**config.mk**
```make
export PLATFORM = sky130hd
export DESIGN_NAME = ssd_disp_sched
export DESIGN_NICKNAME = d
export VERILOG_FILES = /design/src/rtl/ssd_sched_pkg.sv /design/src/rtl/prio_arb3.sv /design/src/rtl/ssd_disp_sched.sv
export SDC_FILE = /design/constraint.sdc
export NUM_CORES = 1
export LEC_CHECK = 0
export CORE_ASPECT_RATIO = 0.5
export CORE_UTILIZATION = 25
export CTS_CLUSTER_SIZE = 8
export DETAILED_ROUTE_END_ITERATION = 8
export GPL_TIMING_DRIVEN = 1
export PLACE_DENSITY = 0.57
export SKIP_CTS_REPAIR_TIMING = 1
export SYNTH_ARGS = -nofsm -noshare
export SYNTH_HDL_FRONTEND = slang
export SYNTH_HIERARCHICAL = 1
export SYNTH_SLANG_ARGS = --single-unit
export TNS_END_PERCENT = 5
```
**constraint.sdc**
```tcl
create_clock -name clk -period 3.25 [get_ports clk]
set_clock_uncertainty 0.1 [all_clocks]
set_input_delay 0.65 -clock clk [delete_from_list [all_inputs] [get_ports clk]]
set_output_delay 0.65 -clock clk [all_outputs]
set_load 0.005 [all_outputs]
```
**src/rtl/ssd_sched_pkg.sv**
```systemverilog
// Shared definitions for the SSD display scheduler.
// Holds the FSM state encoding, SSD register offsets, the "no owner" code,
// the AHB-Lite constant encodings and a helper that builds the preemption
// mask for the fixed-priority arbiter.
package ssd_sched_pkg;

   typedef enum logic [2:0] {
      StIdle,
      StAddr0,
      StAddr1Data0,
      StData1,
      StHold
   } state_e;

   // SSD slave register map, relative to the slave base address.
   localparam logic [31:0] DATA_OFS = 32'h0000_0000;
   localparam logic [31:0] DONE_OFS = 32'h0000_0004;

   localparam logic [1:0] OWNER_NONE = 2'd3;

   // AHB-Lite encodings.
   localparam logic [1:0] HTRANS_IDLE   = 2'b00;
   localparam logic [1:0] HTRANS_NONSEQ = 2'b10;
   localparam logic [2:0] HSIZE_WORD    = 3'b010;
   localparam logic [2:0] HBURST_SINGLE = 3'b000;
   localparam logic [3:0] HPROT_DATA    = 4'b0011;

   // Requesters allowed to preempt the given owner: strictly lower indices.
   function automatic logic [2:0] higher_prio_mask(input logic [1:0] owner);
      logic [2:0] mask;
      case (owner)
         2'd0:    mask = 3'b000;
         2'd1:    mask = 3'b001;
         2'd2:    mask = 3'b011;
         default: mask = 3'b111;
      endcase
      return mask;
   endfunction

endpackage

```
**src/rtl/prio_arb3.sv**
```systemverilog
// Combinational three-way fixed-priority arbiter, lowest index wins.
// Ports:
//   req_i   - request vector
//   mask_i  - per-requester enable; cleared bits cannot win
//   gnt_o   - one-hot grant (zero when nothing eligible)
//   idx_o   - index of the winner (0 when nothing eligible)
//   valid_o - some eligible request is present
module prio_arb3 (
   input  logic [2:0] req_i,
   input  logic [2:0] mask_i,
   output logic [2:0] gnt_o,
   output logic [1:0] idx_o,
   output logic       valid_o
);

   logic [2:0] masked;

   always_comb begin
      masked  = req_i & mask_i;
      gnt_o   = 3'b000;
      idx_o   = 2'd0;
      valid_o = |masked;
      if (masked[0]) begin
         gnt_o = 3'b001;
         idx_o = 2'd0;
      end else if (masked[1]) begin
         gnt_o = 3'b010;
         idx_o = 2'd1;
      end else if (masked[2]) begin
         gnt_o = 3'b100;
         idx_o = 2'd2;
      end
   end

endmodule

```
**src/rtl/ssd_disp_sched.sv**
```systemverilog
// Seven-segment display scheduler.
// Arbitrates three display requesters (fixed priority, lower index wins),
// writes the winning 5-bit value to the SSD slave over AHB-Lite (data
// register then done flag, two pipelined NONSEQ beats), then keeps the value
// on display for HOLD_CYCLES cycles. Only a strictly higher-priority
// requester may cut a hold short.
// Ports:
//   clk, reset          - system clock, synchronous active-high reset
//   req_valid_i/data_i  - per-requester request and 5-bit value
//   req_ready_o         - one-hot acceptance strobe
//   ahb_m_*             - AHB-Lite master towards the SSD slave
//   disp_value_o        - last value whose write sequence completed
//   owner_o             - current display owner, 3 = none
//   busy_o              - FSM not idle
module ssd_disp_sched
   import ssd_sched_pkg::*;
#(
   parameter int unsigned HOLD_CYCLES = 50_000_000,
   parameter logic [31:0] BASE_ADDR   = 32'hD000_0000
) (
   input  logic        clk,
   input  logic        reset,
   input  logic [2:0]  req_valid_i,
   input  logic [14:0] req_data_i,
   output logic [2:0]  req_ready_o,
   output logic [31:0] ahb_m_haddr_o,
   output logic [1:0]  ahb_m_htrans_o,
   output logic        ahb_m_hwrite_o,
   output logic [2:0]  ahb_m_hsize_o,
   output logic [2:0]  ahb_m_hburst_o,
   output logic [3:0]  ahb_m_hprot_o,
   output logic        ahb_m_hmastlock_o,
   output logic [31:0] ahb_m_hwdata_o,
   input  logic        ahb_m_hready_i,
   output logic [4:0]  disp_value_o,
   output logic [1:0]  owner_o,
   output logic        busy_o
);

   localparam int unsigned CntW = $clog2(HOLD_CYCLES + 1);

   state_e            state_q, state_d;
   logic [4:0]        data_q, data_d;
   logic [1:0]        owner_q, owner_d;
   logic [4:0]        disp_q, disp_d;
   logic [CntW-1:0]   cnt_q, cnt_d;

   logic [2:0] arb_mask, arb_gnt;
   logic [1:0] arb_idx;
   logic       arb_valid, grant_ok;
   logic [4:0] arb_data;

   // Arbitration only happens in IDLE and HOLD; in HOLD only preemptors count.
   always_comb begin
      arb_mask = 3'b000;
      if (state_q == StIdle) begin
         arb_mask = 3'b111;
      end else if (state_q == StHold) begin
         arb_mask = higher_prio_mask(owner_q);
      end
   end

   prio_arb3 u_arb (
      .req_i   (req_valid_i),
      .mask_i  (arb_mask),
      .gnt_o   (arb_gnt),
      .idx_o   (arb_idx),
      .valid_o (arb_valid)
   );

   // No acceptance is signalled while reset is asserted.
   assign grant_ok = arb_valid & ~reset;

   always_comb begin
      case (arb_idx)
         2'd0:    arb_data = req_data_i[4:0];
         2'd1:    arb_data = req_data_i[9:5];
         default: arb_data = req_data_i[14:10];
      endcase
   end

   always_comb begin
      state_d     = state_q;
      data_d      = data_q;
      owner_d     = owner_q;
      disp_d      = disp_q;
      cnt_d       = cnt_q;
      req_ready_o = 3'b000;
      case (state_q)
         StIdle: begin
            if (grant_ok) begin
               req_ready_o = arb_gnt;
               data_d      = arb_data;
               owner_d     = arb_idx;
               state_d     = StAddr0;
            end
         end
         StAddr0: begin
            if (ahb_m_hready_i) state_d = StAddr1Data0;
         end
         StAddr1Data0: begin
            if (ahb_m_hready_i) state_d = StData1;
         end
         StData1: begin
            if (ahb_m_hready_i) begin
               disp_d  = data_q;
               cnt_d   = CntW'(HOLD_CYCLES - 1);
               state_d = StHold;
            end
         end
         StHold: begin
            if (grant_ok) begin
               req_ready_o = arb_gnt;
               data_d      = arb_data;
               owner_d     = arb_idx;
               state_d     = StAddr0;
            end else if (cnt_q == '0) begin
               state_d = StIdle;
            end else begin
               cnt_d = cnt_q - CntW'(1);
            end
         end
         default: state_d = StIdle;
      endcase
   end

   always_ff @(posedge clk) begin
      if (reset) begin
         state_q <= StIdle;
         data_q  <= '0;
         owner_q <= OWNER_NONE;
         disp_q  <= '0;
         cnt_q   <= '0;
      end else begin
         state_q <= state_d;
         data_q  <= data_d;
         owner_q <= owner_d;
         disp_q  <= disp_d;
         cnt_q   <= cnt_d;
      end
   end

   // Bus outputs decode straight from state, so a stalled beat holds steady.
   always_comb begin
      ahb_m_htrans_o = HTRANS_IDLE;
      ahb_m_haddr_o  = BASE_ADDR + DATA_OFS;
      ahb_m_hwdata_o = 32'h0;
      case (state_q)
         StAddr0: begin
            ahb_m_htrans_o = HTRANS_NONSEQ;
         end
         StAddr1Data0: begin
            ahb_m_htrans_o = HTRANS_NONSEQ;
            ahb_m_haddr_o  = BASE_ADDR + DONE_OFS;
            ahb_m_hwdata_o = {27'b0, data_q};
         end
         StData1: begin
            ahb_m_hwdata_o = 32'h1;
         end
         default: ;
      endcase
   end

   assign ahb_m_hwrite_o    = (ahb_m_htrans_o == HTRANS_NONSEQ);
   assign ahb_m_hsize_o     = HSIZE_WORD;
   assign ahb_m_hburst_o    = HBURST_SINGLE;
   assign ahb_m_hprot_o     = HPROT_DATA;
   assign ahb_m_hmastlock_o = 1'b0;

   assign disp_value_o = disp_q;
   assign owner_o      = owner_q;
   assign busy_o       = (state_q != StIdle);

endmodule

```
==> summary.md <==
Average cell area after synthesis: 8.05 um2. The flow ran to the end, but the final reports show violations. The combinational group share of total power is 28.6%. The final layout contains routed wiring with a total length of 6100 um. Of all cell types, the one taking the most synthesized area is sky130_fd_sc_hd__dfxtp_1.

110 I/O pins were placed. The logs give 0 for the final-report max-slew violation count and 2307 for the number of vias after detailed routing. The tools report the post-route antenna net violation count as 0. The worst setup path is launched from a flip-flop.

The power density normalized to cell area works out to 484 nW/um2. The clock drives 41 sinks. Before antenna repair, the detailed router went through 6 iterations. The slew at the pin with the worst max-slew slack is 615 ps.

At the worst endpoint, the arrival time is 2320 ps. The number of distinct library cell variants in the gate-level netlist after synthesis was 57; the half-perimeter wire length after detailed placement was 4440 um. The floorplan step set the die width to 152 um. Among all flip-flop cells after synthesis, the most frequent one is sky130_fd_sc_hd__dfxtp_1.

Across the run, the number of max-cap violations was 0. The number of warning messages in the yosys log was 6; the number of standard-cell rows in the floorplan was 26. Root cell of the clock tree: sky130_fd_sc_hd__clkbuf_16. The largest net degree at the start of global routing was 35.

The first global-routing pass estimated 10200 um of wire. Final hold violation count: 0. The fraction of synthesis flops using an asynchronous set or reset pin is 0%, and the sequential fraction of design power is 38.2%. The port buffer count was 39; the shortest clock period the worst path allows after layout was 3070 ps.

At the later pin of the worst-skew pair, clock insertion delay measures 280 ps. The instance count of the mapped netlist was 350. Cell internal power was estimated by the tool at 1.08 mW. The kind of path behind the tightest hold check was flip-flop to flip-flop.

The critical path is of the flip-flop to output port type. In this run the standard cell core region covers 10600 um2. Routability-driven placement finished with a final weighted congestion of 0.757. The post-route netlist has 7.51% of its cells at a drive strength greater than 1. Global routing consumed, over all layers together, 10.7% of the routing resources. Full die area: 11700 um2. Sorting the synthesized cells by area gives the leading types as sky130_fd_sc_hd__dfxtp_1 (29%), sky130_fd_sc_hd__buf_4 (20%), sky130_fd_sc_hd__a21oi_1 (4.8%).

The run gives 0 as the number of antenna violations at the first check in global routing. The repair_antennas step left the layout with diodes totalling 0. Setup violations remaining at the end of the flow were counted as 0. The run gives 325 MHz as the achievable frequency. Fill cells in the final layout number 1144. The endpoint class of the critical path is an output port.

TritonCTS built the clock tree. From synthesis to final layout, the design area changed by 15.5%. Dividing the detail-routed wire length by the instance count gives 11.6 um.

For the final routed database, the setup TNS stands at 0 ps. Summing every instance area after synthesis gives 2820 um2. The number of global-route vias before repair is 2054. The logs give 2 for the maximum count of clock buffers along a single path and 33.2% for the portion of total power attributed to the clock network. After clock tree synthesis, the clock-pin slew on the worst setup and hold paths is 60 ps. The final reports fail on design-rule violations. The data required time of the worst path was 2500 ps.

Setup repair after global routing left no endpoint under its margin. The largest fanout on the critical path is 10. The final clock period utilization by the worst path is 94.6%.

The leakage component of the power was 1.29 nW; the number of synthesized flops with an enable pin was 0. The overall overflow remaining after global route is 0, and the normalized max-slew margin is 58.6%. The initial standard-cell utilization of the core was 26.7%; the TritonCTS buffer count was 5.

For the number of DRC markers in iteration 0, the log shows 127. The tools report the worst hold slack across all endpoints as 356 ps. The number of H-tree levels was 2; the switching power share of the total was 31.6%.

Portion of the post-synthesis area used by sequential elements: 29.1%. The library cell used most frequently in the layout, excluding fill and tap cells, is sky130_fd_sc_hd__conb_1. The synthesized design devotes to its leading area cell type 29.1% of total area.

After detailed routing, the number of remaining DRC violations is 5. Synthesis inferred 41 register bits. IR analysis of the VDD net gives a maximum drop of 213 uV. In this run the power spent charging and discharging nets is 0.497 mW. In this run the vertical extent of the chip is 77.1 um. After detailed routing, the number of vias per cell comes to 4.39.

The run gives 407 as the final net count. In the layout the commonest cells are sky130_fd_sc_hd__conb_1 (70), sky130_fd_sc_hd__dfxtp_1 (41), sky130_fd_sc_hd__clkdlybuf4s50_1 (39), sky130_fd_sc_hd__nor2_1 (31), sky130_fd_sc_hd__a21oi_1 (27).
stage by stage:
stage                     std cells  power (mW)  setup slack, ps  instance area, um2  util, %
after global routing            526        1.67             17.1                3250     30.8
after detailed placement        518        1.06              176                3090     29.3
after CTS                       526        1.59              152                3250     30.7
final                           526        1.58              175                3250     30.8
after floorplan                 418       0.973              671                3070        -
after global placement          518        1.06              222                3090     29.3
metal layers:
layer,share of wire [%],vias up,track usage (%)
met5,0,-,0
li1,-,1170,-
met2,45,95,17.4
met4,0.56,0,3.06
met1,49,1040,14.4
met3,5.6,2,1.81
kinds of logic (layout without fill, tap and decap cells):
logic type               count (synthesis)  in the layout  synth area share (%)
multiplexers                             5              5                  1.78
AND/OR/NAND/NOR                        127            127                  26.1
XOR/XNOR                                 6              6                  1.87
AO/OA/AOI/OAI                           74             74                  17.1
flip-flops                              41             41                  29.1
other                                    2             70                 0.267
adder cells (fa/ha/maj)                  1              1                 0.444
buffers and inverters                   94             62                  23.3
path summary, 6_finish.rpt:
kind / end / slack [ps] / cells after the start / startpoint
max: req_ready_o[2] / 180 / 8 / state_q[0]
min: disp_value_o[2] / 360 / 2 / disp_value_o[2]
max reg2reg: cnt_q[9] / 310 / 11 / state_q[0]
min reg2reg: disp_value_o[2] / 360 / 2 / disp_value_o[2]
cell usage after synthesis, drive strengths merged, types with 4 or more instances:
library cell	number
nand3b	6
o21a	4
and2	6
nand2	24
a31oi	7
mux2i	5
a21oi	27
buf	81
a211oi	8
nand3	4
nor3	15
inv	4
o21ai	10
or4	4
nor2	33
clkbuf	9
dfxtp	41
and3	4
nor4	8
registers in the layout, summed over array words and instances (netlist names):
name          count
data_q            5
cnt_q            26
owner_o           2
state_q           3
disp_value_o      5
power by group through the flow:
stage | registers (mW) | clock network, mW | logic [mW]
after floorplan | 0.586 | 0 | 0.387
final | 0.602 | 0.523 | 0.451
after global routing | 0.610 | 0.557 | 0.508
after CTS | 0.602 | 0.533 | 0.453
after global placement | 0.612 | 0 | 0.447
after detailed placement | 0.612 | 0 | 0.449
critical path: stages (launching register included):
cell	delay (ps)
sky130_fd_sc_hd__dfxtp_1	530
sky130_fd_sc_hd__nor2_1	110
sky130_fd_sc_hd__o21a_1	150
sky130_fd_sc_hd__a21o_1	180
sky130_fd_sc_hd__a22oi_2	170
sky130_fd_sc_hd__nand2_1	110
sky130_fd_sc_hd__nor2b_2	180
sky130_fd_sc_hd__and3_1	170
sky130_fd_sc_hd__clkdlybuf4s50_1	440
final cells by class:
cell class / count / area, um2 / area share [%]
Clock buffer: 7 / 153 / 4.69
Timing Repair Buffer: 50 / 485 / 14.9
Sequential cell: 41 / 821 / 25.2
Inverter: 4 / 15.0 / 0.462
Tap cell: 140 / 175 / 5.38
Clock inverter: 1 / 5.00 / 0.154
Multi-Input combinational cell: 283 / 1600 / 49.2
No activity file was read; power rests on OpenSTA's default activity.
